### src/rtl/lsu_mem_access_if.sv
// ============================================================================
// Module : lsu_req_if, lsu_mem_if
// Brief  : Execute-side request/response bundle and doubleword memory port.
// Rev    : 1.0
// ============================================================================
`default_nettype none

interface lsu_req_if;
    logic        req_valid;
    logic        req_ready;
    logic        req_we;
    logic [2:0]  req_funct3;
    logic [63:0] req_addr;
    logic [63:0] req_wdata;
    logic        rsp_valid;
    logic [63:0] rsp_rdata;
    logic        busy;
`ifdef LSU_MISALIGN_TRAP_EN
    logic        misalign;

    modport master (
        output req_valid, req_we, req_funct3, req_addr, req_wdata,
        input  req_ready, rsp_valid, rsp_rdata, busy, misalign
    );
    modport slave (
        input  req_valid, req_we, req_funct3, req_addr, req_wdata,
        output req_ready, rsp_valid, rsp_rdata, busy, misalign
    );
`else
    modport master (
        output req_valid, req_we, req_funct3, req_addr, req_wdata,
        input  req_ready, rsp_valid, rsp_rdata, busy
    );
    modport slave (
        input  req_valid, req_we, req_funct3, req_addr, req_wdata,
        output req_ready, rsp_valid, rsp_rdata, busy
    );
`endif
endinterface

interface lsu_mem_if;
    logic        mem_req;
    logic        mem_we;
    logic [63:0] mem_addr;
    logic [63:0] mem_wdata;
    logic [63:0] mem_rdata;
    logic        mem_ack;

    modport master (
        output mem_req, mem_we, mem_addr, mem_wdata,
        input  mem_rdata, mem_ack
    );
    modport slave (
        input  mem_req, mem_we, mem_addr, mem_wdata,
        output mem_rdata, mem_ack
    );
endinterface

`default_nettype wire

### src/rtl/lsu_mem_access.sv
// ============================================================================
// Module : lsu_mem_access
// Brief  : Load/store unit with RMW sub-doubleword stores and load extension.
//          Optional macro LSU_MISALIGN_TRAP_EN flags misaligned accesses.
// Rev    : 1.0
// ============================================================================
`default_nettype none

module lsu_mem_access (
    input  logic      clk,
    input  logic      reset_n,
    lsu_req_if.slave  req,
    lsu_mem_if.master mem
);

    localparam logic [1:0] S_IDLE  = 2'd0;
    localparam logic [1:0] S_READ  = 2'd1;
    localparam logic [1:0] S_WRITE = 2'd2;
    localparam logic [1:0] S_RESP  = 2'd3;

    logic [1:0]  state_q, state_d;
    logic        we_q;
    logic [2:0]  funct3_q;
    logic [2:0]  off_q;
    logic [63:0] wdata_q;
    logic [63:0] mem_addr_q, mem_addr_d;
    logic [63:0] mem_wdata_q, mem_wdata_d;
    logic [63:0] rsp_rdata_q, rsp_rdata_d;
`ifdef LSU_MISALIGN_TRAP_EN
    logic        misalign_q;
    logic        w_req_misaligned;
`endif

    logic        w_accept;
    logic        w_req_illegal;
    logic [2:0]  w_align_mask;
    logic [2:0]  w_req_off;
    logic [5:0]  w_shamt;
    logic [63:0] w_shifted;
    logic [63:0] w_load_ext;
    logic [63:0] w_lane_mask;
    logic [63:0] w_merge_mask;
    logic [63:0] w_merged;

    // ------------------------------------------------------------------
    // Request decode
    // ------------------------------------------------------------------
    assign w_accept      = req.req_valid && (state_q == S_IDLE);
    assign w_req_illegal = req.req_we ? req.req_funct3[2] : (req.req_funct3 == 3'b111);

    always_comb begin
        w_align_mask = 3'b000;
        case (req.req_funct3[1:0])
            2'b00:   w_align_mask = 3'b000;
            2'b01:   w_align_mask = 3'b001;
            2'b10:   w_align_mask = 3'b011;
            default: w_align_mask = 3'b111;
        endcase
    end

    // Low offset bits below the access size are dropped so the lane never spills.
    assign w_req_off = req.req_addr[2:0] & ~w_align_mask;
`ifdef LSU_MISALIGN_TRAP_EN
    assign w_req_misaligned = |(req.req_addr[2:0] & w_align_mask);
`endif

    // ------------------------------------------------------------------
    // Lane extraction and store merge
    // ------------------------------------------------------------------
    assign w_shamt   = {off_q, 3'b000};
    assign w_shifted = mem.mem_rdata >> w_shamt;

    always_comb begin
        w_load_ext = '0;
        case (funct3_q)
            3'b000:  w_load_ext = {{56{w_shifted[7]}},  w_shifted[7:0]};
            3'b001:  w_load_ext = {{48{w_shifted[15]}}, w_shifted[15:0]};
            3'b010:  w_load_ext = {{32{w_shifted[31]}}, w_shifted[31:0]};
            3'b011:  w_load_ext = w_shifted;
            3'b100:  w_load_ext = {56'd0, w_shifted[7:0]};
            3'b101:  w_load_ext = {48'd0, w_shifted[15:0]};
            3'b110:  w_load_ext = {32'd0, w_shifted[31:0]};
            default: w_load_ext = '0;
        endcase
    end

    always_comb begin
        w_lane_mask = '1;
        case (funct3_q[1:0])
            2'b00:   w_lane_mask = 64'h0000_0000_0000_00FF;
            2'b01:   w_lane_mask = 64'h0000_0000_0000_FFFF;
            2'b10:   w_lane_mask = 64'h0000_0000_FFFF_FFFF;
            default: w_lane_mask = '1;
        endcase
    end

    assign w_merge_mask = w_lane_mask << w_shamt;
    assign w_merged     = (mem.mem_rdata & ~w_merge_mask) | ((wdata_q << w_shamt) & w_merge_mask);

    // ------------------------------------------------------------------
    // FSM: state register
    // ------------------------------------------------------------------
    always_ff @(posedge clk or negedge reset_n) begin
        if (!reset_n) begin
            state_q <= S_IDLE;
        end else begin
            state_q <= state_d;
        end
    end

    // ------------------------------------------------------------------
    // FSM: next state
    // ------------------------------------------------------------------
    always_comb begin
        state_d = state_q;
        case (state_q)
            S_IDLE: begin
                if (w_accept) begin
                    if (w_req_illegal) begin
                        state_d = S_RESP;
`ifdef LSU_MISALIGN_TRAP_EN
                    end else if (w_req_misaligned) begin
                        state_d = S_RESP;
`endif
                    end else if (req.req_we && (req.req_funct3[1:0] == 2'b11)) begin
                        state_d = S_WRITE;
                    end else begin
                        state_d = S_READ;
                    end
                end
            end
            S_READ: begin
                if (mem.mem_ack) begin
                    state_d = we_q ? S_WRITE : S_RESP;
                end
            end
            S_WRITE: begin
                if (mem.mem_ack) begin
                    state_d = S_RESP;
                end
            end
            default: state_d = S_IDLE;
        endcase
    end

    // ------------------------------------------------------------------
    // Datapath next values
    // ------------------------------------------------------------------
    always_comb begin
        mem_addr_d  = mem_addr_q;
        mem_wdata_d = mem_wdata_q;
        rsp_rdata_d = rsp_rdata_q;

        if ((state_q == S_IDLE) && ((state_d == S_READ) || (state_d == S_WRITE))) begin
            mem_addr_d = {req.req_addr[63:3], 3'b000};
        end

        if ((state_q == S_IDLE) && (state_d == S_WRITE)) begin
            mem_wdata_d = req.req_wdata;
        end else if ((state_q == S_READ) && mem.mem_ack && we_q) begin
            mem_wdata_d = w_merged;
        end

        // Result changes only on entry to RESP so it holds between responses.
        if ((state_q == S_READ) && mem.mem_ack && !we_q) begin
            rsp_rdata_d = w_load_ext;
        end else if ((state_d == S_RESP) && (state_q != S_RESP)) begin
            rsp_rdata_d = '0;
        end
    end

    always_ff @(posedge clk or negedge reset_n) begin
        if (!reset_n) begin
            we_q        <= 1'b0;
            funct3_q    <= 3'b000;
            off_q       <= 3'b000;
            wdata_q     <= '0;
            mem_addr_q  <= '0;
            mem_wdata_q <= '0;
            rsp_rdata_q <= '0;
`ifdef LSU_MISALIGN_TRAP_EN
            misalign_q  <= 1'b0;
`endif
        end else begin
            if (w_accept) begin
                we_q       <= req.req_we;
                funct3_q   <= req.req_funct3;
                off_q      <= w_req_off;
                wdata_q    <= req.req_wdata;
`ifdef LSU_MISALIGN_TRAP_EN
                misalign_q <= w_req_misaligned && !w_req_illegal;
`endif
            end
            mem_addr_q  <= mem_addr_d;
            mem_wdata_q <= mem_wdata_d;
            rsp_rdata_q <= rsp_rdata_d;
        end
    end

    // ------------------------------------------------------------------
    // FSM: outputs
    // ------------------------------------------------------------------
    always_comb begin
        req.req_ready = (state_q == S_IDLE);
        req.busy      = (state_q != S_IDLE);
        req.rsp_valid = (state_q == S_RESP);
        req.rsp_rdata = rsp_rdata_q;
        mem.mem_req   = (state_q == S_READ) || (state_q == S_WRITE);
        mem.mem_we    = (state_q == S_WRITE);
        mem.mem_addr  = mem_addr_q;
        mem.mem_wdata = mem_wdata_q;
`ifdef LSU_MISALIGN_TRAP_EN
        req.misalign  = misalign_q && (state_q == S_RESP);
`endif
    end

endmodule

`default_nettype wire

### src/flat_wrapper.sv
// flat-port wrapper written by rule: the top's interface ports become plain ports
module lsu_mem_access_flat 
  (clk, reset_n, req_req_valid, req_req_we, req_req_funct3, req_req_addr, req_req_wdata, req_req_ready, req_rsp_valid, req_rsp_rdata, req_busy, mem_mem_req, mem_mem_we, mem_mem_addr, mem_mem_wdata, mem_mem_rdata, mem_mem_ack);
  lsu_req_if req_i ();
  lsu_mem_if mem_i ();
  input  logic clk;
  input  logic reset_n;
  input wire logic [$bits(req_i.req_valid)-1:0] req_req_valid;
  input wire logic [$bits(req_i.req_we)-1:0] req_req_we;
  input wire logic [$bits(req_i.req_funct3)-1:0] req_req_funct3;
  input wire logic [$bits(req_i.req_addr)-1:0] req_req_addr;
  input wire logic [$bits(req_i.req_wdata)-1:0] req_req_wdata;
  output wire logic [$bits(req_i.req_ready)-1:0] req_req_ready;
  output wire logic [$bits(req_i.rsp_valid)-1:0] req_rsp_valid;
  output wire logic [$bits(req_i.rsp_rdata)-1:0] req_rsp_rdata;
  output wire logic [$bits(req_i.busy)-1:0] req_busy;
  output wire logic [$bits(mem_i.mem_req)-1:0] mem_mem_req;
  output wire logic [$bits(mem_i.mem_we)-1:0] mem_mem_we;
  output wire logic [$bits(mem_i.mem_addr)-1:0] mem_mem_addr;
  output wire logic [$bits(mem_i.mem_wdata)-1:0] mem_mem_wdata;
  input wire logic [$bits(mem_i.mem_rdata)-1:0] mem_mem_rdata;
  input wire logic [$bits(mem_i.mem_ack)-1:0] mem_mem_ack;
  assign req_i.req_valid = req_req_valid;
  assign req_i.req_we = req_req_we;
  assign req_i.req_funct3 = req_req_funct3;
  assign req_i.req_addr = req_req_addr;
  assign req_i.req_wdata = req_req_wdata;
  assign req_req_ready = req_i.req_ready;
  assign req_rsp_valid = req_i.rsp_valid;
  assign req_rsp_rdata = req_i.rsp_rdata;
  assign req_busy = req_i.busy;
  assign mem_mem_req = mem_i.mem_req;
  assign mem_mem_we = mem_i.mem_we;
  assign mem_mem_addr = mem_i.mem_addr;
  assign mem_mem_wdata = mem_i.mem_wdata;
  assign mem_i.mem_rdata = mem_mem_rdata;
  assign mem_i.mem_ack = mem_mem_ack;
  lsu_mem_access u_core (.clk(clk), .reset_n(reset_n), .req(req_i), .mem(mem_i));
endmodule
### config.mk
export PLATFORM = sky130hd
export DESIGN_NAME = lsu_mem_access_flat
export DESIGN_NICKNAME = d
export VERILOG_FILES = /design/src/rtl/lsu_mem_access_if.sv /design/src/rtl/lsu_mem_access.sv /design/src/flat_wrapper.sv
export SDC_FILE = /design/constraint.sdc
export NUM_CORES = 1
export LEC_CHECK = 0
export CAP_MARGIN = 20
export CELL_PAD_IN_SITES_DETAIL_PLACEMENT = 2
export CELL_PAD_IN_SITES_GLOBAL_PLACEMENT = 2
export CORE_MARGIN = 8
export CORE_UTILIZATION = 33
export DETAILED_ROUTE_END_ITERATION = 6
export GPL_ROUTABILITY_DRIVEN = 0
export GPL_TIMING_DRIVEN = 0
export PLACE_DENSITY = 0.91
export SLEW_MARGIN = 20
export SYNTH_ARGS = -nofsm -noshare
export SYNTH_HDL_FRONTEND = slang
export SYNTH_SLANG_ARGS = --single-unit
### constraint.sdc
create_clock -name clk -period 6.6 [get_ports clk]
set_input_delay 1.65 -clock clk [delete_from_list [all_inputs] [get_ports clk]]
set_output_delay 1.65 -clock clk [all_outputs]
set_load 0.05 [all_outputs]
; Yosys cells after proc, flatten, opt, wreduce, memory -nomap -nowiden
; Index checks and enable logic that the tools add are counted.
[word_totals]
reg_bits = 262
in_bits = 200
output_inout_bits = 197
elab_cells = 69
[classes]
n_eq_ne = 19
shifts = 3
mux = 15
bitwise = 6
reduce_logical = 18
[ops]
columns = op, n
row1 = $pmux 64 s7, 1
row2 = $mux 64, 4
row3 = $pmux 64 s3, 1
row4 = $and 64x64->64, 2
row5 = $shl 64x6->64, 2
row6 = $not 64->64, 1
row7 = $or 64x64->64, 1
row8 = $shr 64x6->64, 1
row9 = $eq 2x2->1 const B, 7
row10 = $eq 3x3->1 const B, 4
row11 = $mux 2, 5
row12 = $pmux 3 s3, 1
row13 = $eq 2x1->1 const B, 4
row14 = $logic_and 1x1->1, 8
row15 = $eq 3x2->1 const B, 2
row16 = $logic_not 2->1, 3
row17 = $pmux 2 s3, 1
row18 = $reduce_bool 2->1, 3
row19 = $and 3x3->3, 1
row20 = $eq 3x1->1 const B, 1
row21 = $logic_not 3->1, 1
row22 = $not 3->3, 1
row23 = $logic_or 1x1->1, 2
row24 = $mux 1, 2
row25 = 2 further kinds, 2

; Longest topological paths before layout
; Gate-level depths: netlist (run 1).
[logic_depth]
ltp_word = 10
depth_mapped = 13
depth_no_buf = 12

; Worst setup path before layout (run 1)
; No wires, ideal clock.
[synth_timing]
kind = input to register
startpoint = input port req_req_funct3[1]
endpoint = register u_core.mem_addr_q[10], in the netlist u_core.mem.mem_addr[10]
setup_ns = 0.125
arrival_time_ns = 3.511
path_slack_ns = 2.964
cell_stages = 8
n_path_buf = 1
cell_sequence = nand2_1 > o211ai_1 > o211ai_1 > a31oi_1 > ha_1 > nor2_1 > clkbuf_1 > mux2_2
[synth_via]
elab_chain_len = 9
word_cells_on_any_way = 12
cone_classes = eq/ne (4) / mux (5) / reduce/logical (3)
[synth_rtl]
columns = element, line_no
row1 = start: declaration, flat_wrapper.sv:10  ; input wire logic [$bits(req_i.req_funct3)-1:0] req_req_funct3;
row2 = $eq 2x2->1, lsu_mem_access.sv:125  ; end else if (req.req_we && (req.req_funct3[1:0] == 2'b11)) begin
row3 = $logic_and 1x1->1, lsu_mem_access.sv:125
row4 = $mux 2, lsu_mem_access.sv:125
row5 = $mux 2 *, lsu_mem_access.sv:119  ; if (w_req_illegal) begin
row6 = $mux 2 *, lsu_mem_access.sv:118  ; if (w_accept) begin
row7 = $pmux 2 s3 *, lsu_mem_access.sv:116  ; case (state_q)
row8 = named net u_core.state_d[1], lsu_mem_access.sv:21  ; logic [1:0] state_q, state_d;
row9 = $eq 2x1->1 or $eq 2x2->1 (tied branches), lsu_mem_access.sv:154  ; if ((state_q == S_IDLE) && ((state_d == S_READ) || (state_d == S_WRITE))) begin
row10 = $logic_or 1x1->1 *, lsu_mem_access.sv:154
row11 = $logic_and 1x1->1 *, lsu_mem_access.sv:154
row12 = end signal: assignment, lsu_mem_access.sv:194  ; mem_addr_q <= mem_addr_d;
row13 = end: declaration, lsu_mem_access.sv:26  ; logic [63:0] mem_addr_q, mem_addr_d;
; Mark *: on every way through the listed nets, which the timed path passes. The rest lies on a longest branch.
; A chain may end at the register's enable or synchronous reset.

; Worst setup path after layout (run 1)
[layout_timing]
startpoint = input port req_req_funct3[0]
endpoint = register u_core.mem_wdata_q[8], in the netlist u_core.mem.mem_wdata[8]
[layout_via]
elab_chain_len = 9
word_cells_on_any_way = 12
cone_classes = eq/ne (3) / mux (6) / reduce/logical (3)
[layout_rtl]
columns = element, line_no
row1 = $eq 2x2->1, lsu_mem_access.sv:125
row2 = $logic_and 1x1->1, lsu_mem_access.sv:125
row3 = $mux 2, lsu_mem_access.sv:125
row4 = $mux 2 *, lsu_mem_access.sv:119
row5 = $mux 2 *, lsu_mem_access.sv:118
row6 = $pmux 2 s3 *, lsu_mem_access.sv:116
row7 = named net u_core.state_d[1], lsu_mem_access.sv:21
row8 = $eq 2x2->1 *, lsu_mem_access.sv:158  ; if ((state_q == S_IDLE) && (state_d == S_WRITE)) begin
row9 = $logic_and 1x1->1 *, lsu_mem_access.sv:158
row10 = $mux 64 or $reduce_bool 2->1 (tied branches), --
row11 = end signal: assignment, lsu_mem_access.sv:195  ; mem_wdata_q <= mem_wdata_d;
row12 = end: declaration, lsu_mem_access.sv:27  ; logic [63:0] mem_wdata_q, mem_wdata_d;
; Marks and branches as above.

==> results of run 1 <==
==> tightest hold or removal path, cell delays in order, from the launching register on <==
cell	delay, ns
dfrtp_1	0.34
nand2_1	0.05
o21ai_1	0.06
==> cells by family (layout without fill, tap and decap cells) <==
family          count (synthesis)  in the layout  synth area share
compound gates                344            344             0.156
fa+ha+maj                       7              7           0.00595
buf+inv                       124            575            0.0388
flops                         262            262             0.446
mux                           308            308             0.262
other cells                     1             10          0.000255
simple gates                  298            298            0.0914
==> cell usage in the layout (no fill, tap or decap), types with 7 or more instances in the layout <==
cell,count
or3_1,7
nor2b_1,14
o22ai_1,11
clkinv_2,8
a31oi_1,10
diode_2,7
mux4_2,46
buf_2,27
o21a_1,8
a221oi_1,20
a2111oi_0,7
o211ai_1,33
a311oi_1,14
a221o_1,8
nand2_1,141
and3_1,10
clkbuf_1,71
o21ai_1,14
o2bb2ai_1,7
buf_4,11
clkbuf_16,31
nand2b_1,10
o211ai_2,9
nor4_1,8
dfrtp_1,262
and2_1,10
a21oi_1,81
o21ai_0,85
nor2_1,75
inv_1,11
mux2_2,162
a2bb2oi_1,7
ha_1,7
clkbuf_8,7
clkdlybuf4s50_1,392
mux2i_1,99
==> per-stage QoR <==
step                power (mW)  utilization  cell area, µm²  worst slack (ns)
finish                    13.3        0.465           20500              1.86
global route              13.7        0.465           20500              1.72
global placement          10.8        0.440           19400             -7.56
CTS                       13.2        0.465           20500              1.93
detailed placement        11.2        0.441           19500              1.49
floorplan                 8.03            -           14700              2.96
==> sequential cells by signal, summed over array words and instances, names as in the netlist <==
name and count:
u_core.mem.mem_addr 61, u_core.mem.mem_wdata 64, u_core.off_q 3, u_core.req.rsp_rdata 64, u_core.wdata_q 64, u_core.we_q 1
u_core.state_q 2, u_core.funct3_q 3
==> final cells by class <==
cell class	count	area (µm²)	area share
Buffer	112	526	0.0256
Sequential cell	262	6560	0.319
Tap cell	592	741	0.0361
Timing Repair Buffer	395	3990	0.195
Multi-Input combinational cell	960	7610	0.371
Inverter	12	45.0	0.00219
Clock inverter	13	148	0.00719
Antenna cell	7	17.5	0.000853
Clock buffer	43	891	0.0434
==> power groups by stage <==
stage | Combinational, mW | Sequential, mW | Clock, mW
after floorplan | 3.46 | 4.57 | 0
after global placement | 7.73 | 3.04 | 0
after detailed placement | 8.08 | 3.14 | 0
after CTS | 8.21 | 3.15 | 1.82
after global routing | 8.60 | 3.23 | 1.88
final | 8.30 | 3.21 | 1.80
==> per-layer routing <==
| metal | global-route usage | up-vias | routed length [µm] |
|---|---|---|---|
| li1 | - | 5873 | - |
| met1 | 0.366 | 7497 | 30000 |
| met2 | 0.510 | 981 | 38500 |
| met3 | 0.115 | 285 | 10100 |
| met4 | 0.131 | 10 | 4050 |
| met5 | 0 | - | 64 |
==> how the worst max path moves through the flow <==
stage / startpoint / endpoint / slack [ns] / cells after the start
floorplan: req_req_funct3[1] / u_core.mem.mem_addr[10] / 2.96 / 8
global placement: reset_n / u_core.mem.mem_addr[33] / -7.56 / 1
detailed placement: req_req_funct3[0] / u_core.mem.mem_wdata[48] / 1.49 / 12
CTS: req_req_funct3[0] / u_core.mem.mem_wdata[8] / 1.93 / 12
global route: mem_mem_ack / u_core.mem.mem_wdata[8] / 1.72 / 12
finish: req_req_funct3[0] / u_core.mem.mem_wdata[8] / 1.86 / 12
==> qor.csv, run 1 <==
metric,value,unit
cell taking the most area after synthesis,dfrtp_1,
port bufs,393,
nature of the critical path endpoint,flip-flop,
Total Neg Setup Slack,0,ns
"delay-heaviest family, CP",buffers and inverters,
total gr overflow,0,
register area share after synthesis,0.446,
CTS Buf Count,31,
Slew @ Worst Pin,1.09,ns
Routed Antenna Nets,0,
RSZ-0062 raised after global routing,no,
routed via count,14600,
P_sw,6.91,mW
Hold Crit Class,flip-flop to flip-flop,
mean area per synthesized cell,10.9,µm²
Synth top area share,0.446,
vias in the first global route,16400,
most frequent cells after synthesis,"262 x dfrtp_1, 162 x mux2_2, 141 x nand2_1",
# Post-CTS Setup Buffers,0,
Final Hold Viols,0,
DP HPWL,64100,µm
CP Data Required Time,7.09,ns
clock network fraction of total power,0.135,
Non-Filler Instances,2396,
CP max-delay cell,clkbuf_1,
Residual DRC,0,
cell depth of the worst min-delay path,2,
Pwr per Cell Area,648,nW/µm²
Initial Util,0.333,
Die ar.,51600,µm²
post-synthesis async set-or-reset flop share,1.00,
clock slew at reported path FFs,0.06,ns
root buf cell,clkbuf_16,
Slew HR,0.272,
Buf/Inv on CP,4,
final net count,1981,
row count,77,
worst hold endpoint,u_core.req.rsp_rdata[62],
overall routing resource usage,0.312,
critical-path cell list,clkdlybuf4s50_1 -> nand2_1 -> o211ai_1 -> o211ai_1 -> a31oi_1 -> ha_1 -> nand2_1 -> clkbuf_1 -> clkbuf_1 -> clkbuf_1 -> nor2_1 -> a31oi_1,
area delta synth->final,39.5,%
Setup CP Type,input pin to flip-flop,
FMAX,211,MHz
H-tree level count,1,
share of layout cells above drive strength 1,0.181,
most common cell in the synthesized netlist,dfrtp_1,
Flop pwr share,0.241,
die width,227,µm
sw frac,0.520,
pin count of the biggest net entering global routing,96,
Post-Syn Area,14700,µm²
hold slack,0.492,ns
placed cell count,2333,
hold wc startpoint,u_core.req.rsp_rdata[62],
reg2reg path depth,13,
Pre-Repair DR Iteration Count,7,
WL final,82700,µm
period utilization,0.719,
static leakage,8.26,nW
worst skew pair latency,0.60,ns
Vias per Instance,6.11,
Tmin final,4.74,ns
reg2reg end,u_core.mem.mem_wdata[8],
internal power,6.39,mW
crit start category,input pin,
register bit total from synthesis,262,
Final setup viols,0,
CP arrival,5.23,ns
clock skew,0.0189,ns
most used cell along the critical path,clkbuf_1,
pins over their slew limit,0,
initial antenna violation count,14,
Post-synth EDFFs,0,
1st-iter DRT viols,1415,
synth unique cells,63,
Synth Flop Type,dfrtp_1,
yosys warns,0,
core area,44100,µm²
Post-CTS Resized,0,
flop-to-flop setup slack,2.63,ns
CTS tree,yes,
max incr delay on CP,0.67,ns
status,"complete, no violations",
TritonCTS Sinks,262,
R2R Path Start,u_core.state_q[1],
ranking of synthesized cells by area,"dfrtp_1 45%, mux2_2 12%, mux4_2 7.0%",
Post-Syn Instances,1344,
Crit Path Max Fanout,10,
IO Count,397,
routed length per instance,34.5,µm
clock buffer depth,3,
hold buffers post-CTS,0,
maximum vdd drop,337,µV
fill count,4506,
Die Span Y,227,µm
Comb power frac,0.624,
global-route wire length before repair,118000,µm
max cap viols,0,
No activity file was read; power rests on OpenSTA's default activity.
==> run 2: changes to the inputs <==
--- a/config.mk
+++ b/config.mk
@@ -9,11 +9,11 @@
 export CELL_PAD_IN_SITES_DETAIL_PLACEMENT = 2
 export CELL_PAD_IN_SITES_GLOBAL_PLACEMENT = 2
 export CORE_MARGIN = 8
-export CORE_UTILIZATION = 33
+export CORE_UTILIZATION = 28
 export DETAILED_ROUTE_END_ITERATION = 6
 export GPL_ROUTABILITY_DRIVEN = 0
 export GPL_TIMING_DRIVEN = 0
-export PLACE_DENSITY = 0.91
+export PLACE_DENSITY = 0.83
 export SLEW_MARGIN = 20
 export SYNTH_ARGS = -nofsm -noshare
 export SYNTH_HDL_FRONTEND = slang
==> constraint.sdc (replaced) <==
create_clock -name clk -period 4.03 [get_ports clk]
set_input_delay 1.0075 -clock clk [delete_from_list [all_inputs] [get_ports clk]]
set_output_delay 1.0075 -clock clk [all_outputs]
set_load 0.05 [all_outputs]
==> run 2 against run 1 <==
  * Register-to-register slack got worse by 2.2 ns
  * Non-clock buffer count increased by 1
  * Worst hold slack got worse by 0.22 ns
  * Sequential power increased by 61%
  * Routed wire length decreased by 2.1%
  * Critical path depth decreased by 1
  * Design area increased by 1.0%
  * Clock skew about the same
  * Clock power increased by 71%
  * Global-route usage decreased by 5.1 points
  * Combinational power increased by 61%
  * Worst setup slack got worse by 1.7 ns
  * Critical path type unchanged
  * Critical endpoint is now u_core.mem.mem_wdata[48]
  * Largest cell class unchanged
  * Highest routed layer unchanged
==> qor.csv, run 2 (same netlist as run 1, synthesis figures left out) <==
metric,value,unit,change
Crit Path Max Fanout,10,,unchanged
DP HPWL,65100,µm,+1.5%
maximum vdd drop,517,µV,+53%
fill count,5434,,+21%
most common library cell in the layout ignoring fill and taps,clkdlybuf4s50_1,,
worst skew pair latency,0.59,ns,about the same
Tmin final,3.87,ns,
Multi-input gate area,7610,µm²,about the same
Pwr per Cell Area,1040,nW/µm²,+61%
RSZ-0062 raised after global routing,no,,
initial antenna violation count,15,,+1
share of layout cells above drive strength 1,0.184,,+0.00212
WL final,80900,µm,-2.1%
static leakage,8.31,nW,+0.59%
area delta synth->final,41.0,%,
port bufs,393,,unchanged
reg2reg end,u_core.mem.mem_wdata[40],,
# Post-CTS Setup Buffers,0,,unchanged
CP arrival,4.29,ns,-0.94 ns
crit start category,input pin,,
pin count of the biggest net entering global routing,87,,-9.4%
Pre-Repair DR Iteration Count,5,,-2
Initial Util,0.282,,-0.0518
TritonCTS Sinks,262,,unchanged
Residual DRC,0,,unchanged
routed via count,14300,,-2.6%
Setup CP Type,input pin to flip-flop,,
R2R Path Start,u_core.state_q[1],,
nature of the critical path endpoint,flip-flop,,
vias in the first global route,16100,,-2.0%
Slew @ Worst Pin,1.02,ns,-0.0747 ns
Routed Antenna Nets,0,,unchanged
FMAX,259,MHz,
placed inst area,19600,µm²,+0.79%
FF/Latch Area,6560,µm²,unchanged
1st-iter DRT viols,1036,,-27%
Die ar.,60100,µm²,+17%
flop-to-flop setup slack,0.48,ns,-2.15 ns
H-tree level count,1,,unchanged
row count,84,,+9.1%
Slew HR,0.316,,+0.0446
Die Span Y,245,µm,+8.0%
clock buffer depth,3,,unchanged
"Core Util, Final",0.397,,-0.0681
global-route wire length before repair,116000,µm,-1.7%
Hold Crit Class,input pin to async pin,,
reg2reg path depth,13,,unchanged
overall routing resource usage,0.261,,-0.0511
Vias per Instance,5.73,,-6.3%
die width,245,µm,+8.0%
root buf cell,clkbuf_16,,
clock slew at reported path FFs,0.06,ns,about the same
routed length per instance,32.5,µm,-5.8%
final net count,1982,,+0.050%
max cap viols,0,,unchanged
most frequent cells in the layout,"392 x clkdlybuf4s50_1, 262 x dfrtp_1, 162 x mux2_2",,
"worst slack, placed",-0.397,ns,-1.89 ns
pins over their slew limit,0,,unchanged
CTS Buf Count,31,,unchanged
Final setup viols,0,,unchanged
status,"complete, no violations",,
Layout Cell Area excl Fill,20700,µm²,+1.0%
final worst slack,0.162,ns,-1.69 ns
clock skew,0.0187,ns,-0.000207 ns
period utilization,0.960,,
IO Count,397,,unchanged
Final Hold Viols,0,,unchanged
total gr overflow,0,,unchanged
CP Data Required Time,4.45,ns,-2.64 ns
core area,52200,µm²,+18%
CTS tree,yes,,
## run 2: through the flow
stage | setup TNS (ns) | total power [mW] | cells | hold slack, ns
global route | 0 | 22.4 | 2486 | 0.277
global placement | -2539.11 | 17.8 | 2427 | 0.474
detailed placement | -26.19 | 18.3 | 2430 | 0.485
finish | 0 | 21.6 | 2490 | 0.276
CTS | 0 | 21.6 | 2486 | 0.267
floorplan | 0 | 13.2 | 1346 | 0.475
## run 2: where the power goes
| part | switching (mW) | total, mW | leakage [nW] | internal (mW) |
|---|---|---|---|---|
| Combinational | 8.54 | 13.4 | 4.56 | 4.85 |
| Sequential | 1.29 | 5.18 | 3.20 | 3.89 |
| Clock | 1.18 | 3.08 | 0.550 | 1.90 |
| Total | 11.0 | 21.6 | 8.31 | 10.6 |
## run 2: layout make-up
type,instances,share of cell area
Multi-Input combinational cell,960,0.367
Sequential cell,262,0.316
Timing Repair Buffer,396,0.194
Clock buffer,46,0.0449
Tap cell,688,0.0415
Buffer,112,0.0255
Clock inverter,10,0.00845
Inverter,12,0.00217
Antenna cell,4,0.000483
## run 2: repair_timing
action                                  CTS  global route
hold buffers                              0             0
gates resized for setup                   0             5
endpoints found under the setup margin    0             2
## run 2: worst max-delay path by stage
stage	cells after the start	from	slack [ns]	endpoint
floorplan	8	req_req_funct3[1]	1.04	u_core.mem.mem_addr[10]
global placement	1	reset_n	-9.68	u_core.req.rsp_rdata[42]
detailed placement	10	req_req_funct3[1]	-0.40	u_core.mem.mem_wdata[0]
CTS	12	req_req_funct3[1]	0.17	u_core.mem.mem_wdata[48]
global route	11	req_req_funct3[1]	0.003	u_core.mem.mem_wdata[48]
finish	11	req_req_funct3[1]	0.16	u_core.mem.mem_wdata[48]
## run 2: worst max-delay path, cell delays in order
cell,delay (ns)
clkdlybuf4s50_1,0.55
nand2_1,0.13
o211ai_1,0.23
o211ai_1,0.12
a31oi_1,0.33
ha_1,0.23
nand2_1,0.12
clkbuf_1,0.33
nand2_1,0.31
clkbuf_1,0.69
o22ai_1,0.24
## run 2: layer usage
metal / up-vias / wire length, µm / GRT usage
met5: - / 108 / 0
li1: 5874 / - / -
met4: 18 / 3660 / 0.109
met3: 218 / 8740 / 0.0889
met1: 7368 / 30700 / 0.312
met2: 790 / 37800 / 0.425
==> run 3: changes to the inputs <==
--- a/config.mk
+++ b/config.mk
@@ -8,7 +8,6 @@
 export CAP_MARGIN = 20
 export CELL_PAD_IN_SITES_DETAIL_PLACEMENT = 2
 export CELL_PAD_IN_SITES_GLOBAL_PLACEMENT = 2
-export CORE_MARGIN = 8
 export CORE_UTILIZATION = 28
 export DETAILED_ROUTE_END_ITERATION = 6
 export GPL_ROUTABILITY_DRIVEN = 0
==> run 3 against run 2 <==
  * Design area fell by 0.13%
  * Clock power hardly changed
  * Flip-flop and latch count unchanged
  * Global-route usage grew 2.7 points
  * Worst hold slack improved by 0.0068 ns
  * Utilization rose by 0.43 points
  * Critical path type unchanged
  * Largest cell class unchanged
==> qor.csv, run 3 (same netlist as run 1, synthesis figures left out) <==
metric,value,unit,change
status,"complete, no violations",,
TritonCTS Sinks,262,,unchanged
Initial Util,0.285,,+0.00339
Final Hold Viols,0,,unchanged
clock slew at reported path FFs,0.06,ns,about the same
metal1 wirelength,30800,µm,+0.36%
pin count of the biggest net entering global routing,89,,+2.3%
Pwr per Cell Area,1040,nW/µm²,-0.27%
RSZ-0062 raised after global routing,no,,
"worst slack, placed",-0.660,ns,-0.263 ns
met2 WL,35400,µm,-6.4%
Die Span Y,231,µm,-5.7%
Tmin final,3.88,ns,+0.0172 ns
die width,231,µm,-5.7%
crit start category,input pin,,
port bufs,393,,unchanged
final worst slack,0.145,ns,-0.0172 ns
global-route wire length before repair,111000,µm,-4.3%
flop-to-flop setup slack,0.42,ns,-0.06 ns
WL final,77200,µm,-4.6%
share of layout cells above drive strength 1,0.182,,-0.00132
CP max-delay cell,clkbuf_1,,
most frequent cells in the layout,"392 x clkdlybuf4s50_1, 262 x dfrtp_1, 162 x mux2_2",,
Slew HR,0.284,,-0.0319
Crit Path Max Fanout,10,,unchanged
Routed Antenna Nets,0,,unchanged
total gr overflow,0,,unchanged
reg2reg end,u_core.mem.mem_wdata[10],,
most common library cell in the layout ignoring fill and taps,clkdlybuf4s50_1,,
root buf cell,clkbuf_16,,
area delta synth->final,40.8,%,
maximum vdd drop,598,µV,+16%
routed via count,14300,,+0.035%
# Post-CTS Setup Buffers,0,,unchanged
core area,51600,µm²,-1.2%
Final setup viols,0,,unchanged
clock buffer depth,3,,unchanged
highest metal used,met5,,
critical-path cell list,clkdlybuf4s50_1 -> nand2_1 -> o211ai_1 -> o211ai_1 -> a31oi_1 -> ha_1 -> nand2_1 -> clkbuf_1 -> clkbuf_2 -> clkbuf_1 -> nor2_1 -> a31oi_1,,
placed cell count,2423,,-0.29%
CP arrival,4.33,ns,+0.04 ns
DR WL met3,7700,µm,-12%
pins over their slew limit,0,,unchanged
IO Count,397,,unchanged
Die ar.,53500,µm²,-11%
Slew @ Worst Pin,1.07,ns,+0.0557 ns
FMAX,257,MHz,-0.44%
hold buffers post-CTS,0,,unchanged
Residual DRC,0,,unchanged
Vias per Instance,5.75,,+0.28%
Hold Crit Class,input pin to async pin,,
max incr delay on CP,0.56,ns,-0.13 ns
final net count,1986,,+0.20%
CTS Buf Count,34,,+9.7%
vias in the first global route,15400,,-3.9%
row count,83,,-1.2%
routed length per instance,31.1,µm,-4.4%
Buf/Inv on CP,4,,+1
overall routing resource usage,0.287,,+0.0265
period utilization,0.964,,+0.00428
"delay-heaviest family, CP",buffers and inverters,,
R2R Path Start,u_core.state_q[1],,
Non-Filler Instances,2484,,-0.24%
CP Data Required Time,4.48,ns,+0.03 ns
1st-iter DRT viols,1349,,+30%
worst skew pair latency,0.56,ns,-0.03 ns
DP HPWL,61400,µm,-5.6%
max cap viols,0,,unchanged
reg2reg path depth,13,,unchanged
initial antenna violation count,11,,-4
Pre-Repair DR Iteration Count,5,,unchanged
"Core Util, Final",0.401,,+0.00425
Setup CP Type,input pin to flip-flop,,
static leakage,8.31,nW,about the same
clock skew,0.0170,ns,-0.00170 ns
H-tree level count,2,,+1
nature of the critical path endpoint,flip-flop,,
CTS tree,yes,,
==> run 3: worst max-delay path by stage <==
| stage | startpoint | endpoint | cells past startpoint |
|---|---|---|---|
| 2_1_floorplan | req_req_funct3[1] | u_core.mem.mem_addr[10] | 8 |
| 3_3_place_gp | reset_n | u_core.req.rsp_rdata[58] | 1 |
| 3_5_place_dp | req_req_funct3[0] | u_core.mem.mem_wdata[9] | 12 |
| 4_1_cts | req_req_funct3[0] | u_core.mem.mem_wdata[52] | 11 |
| 5_1_grt | req_req_funct3[0] | u_core.mem.mem_wdata[46] | 11 |
| 6_report | req_req_funct3[0] | u_core.mem.mem_wdata[10] | 12 |
==> run 3: final cells by class <==
cell class,instances,area [µm²]
timing repair buffer,397,4030
inverter,12,45.0
sequential,262,6560
clock buffer,51,1010
fill,5351,30900
multi-input combinational,960,7600
clock inverter,6,86.3
tap,680,851
buffer,112,531
antenna,4,10.0
==> run 3: per-layer routing <==
metal	up-vias	GRT usage
met5	-	0
met4	12	0.124
met3	198	0.0880
li1	5866	-
met1	7381	0.362
met2	816	0.452
==> run 3: worst register-to-register path: stages (launching register included) <==
cell      delay [ns]
dfrtp_1         0.43
inv_1           0.10
ha_1            0.26
a21boi_0        0.21
o22ai_1         0.09
nand2_1         0.07
nand2_1         0.07
ha_1            0.22
nand2_1         0.22
clkbuf_1        0.56
clkbuf_2        0.40
clkbuf_1        0.51
nor2_1          0.11
a31oi_1         0.25
==> run 3: where the power goes <==
part / switching, mW / internal (mW) / total (mW)
registers: 1.28 / 3.89 / 5.17
logic: 8.47 / 4.85 / 13.3
clock network: 1.22 / 1.85 / 3.07
==> run 3: what timing repair did <==
item | 4_1_cts | 5_1_grt
cloned | 0 | 0
gates resized for setup | 2 | 4
endpoints found under the setup margin | 11 | 10
==> run 3: through the flow <==
| step | TNS (ns) | cell area, µm² | hold slack [ns] | power (mW) |
|---|---|---|---|---|
| floorplan | 0 | 14700 | 0.475 | 13.2 |
| global placement | -2532.12 | 19500 | 0.471 | 17.7 |
| detailed placement | -29.99 | 19600 | 0.477 | 18.2 |
| CTS | 0 | 20700 | 0.279 | 21.5 |
| global route | 0 | 20700 | 0.295 | 22.3 |
| finish | 0 | 20700 | 0.282 | 21.6 |
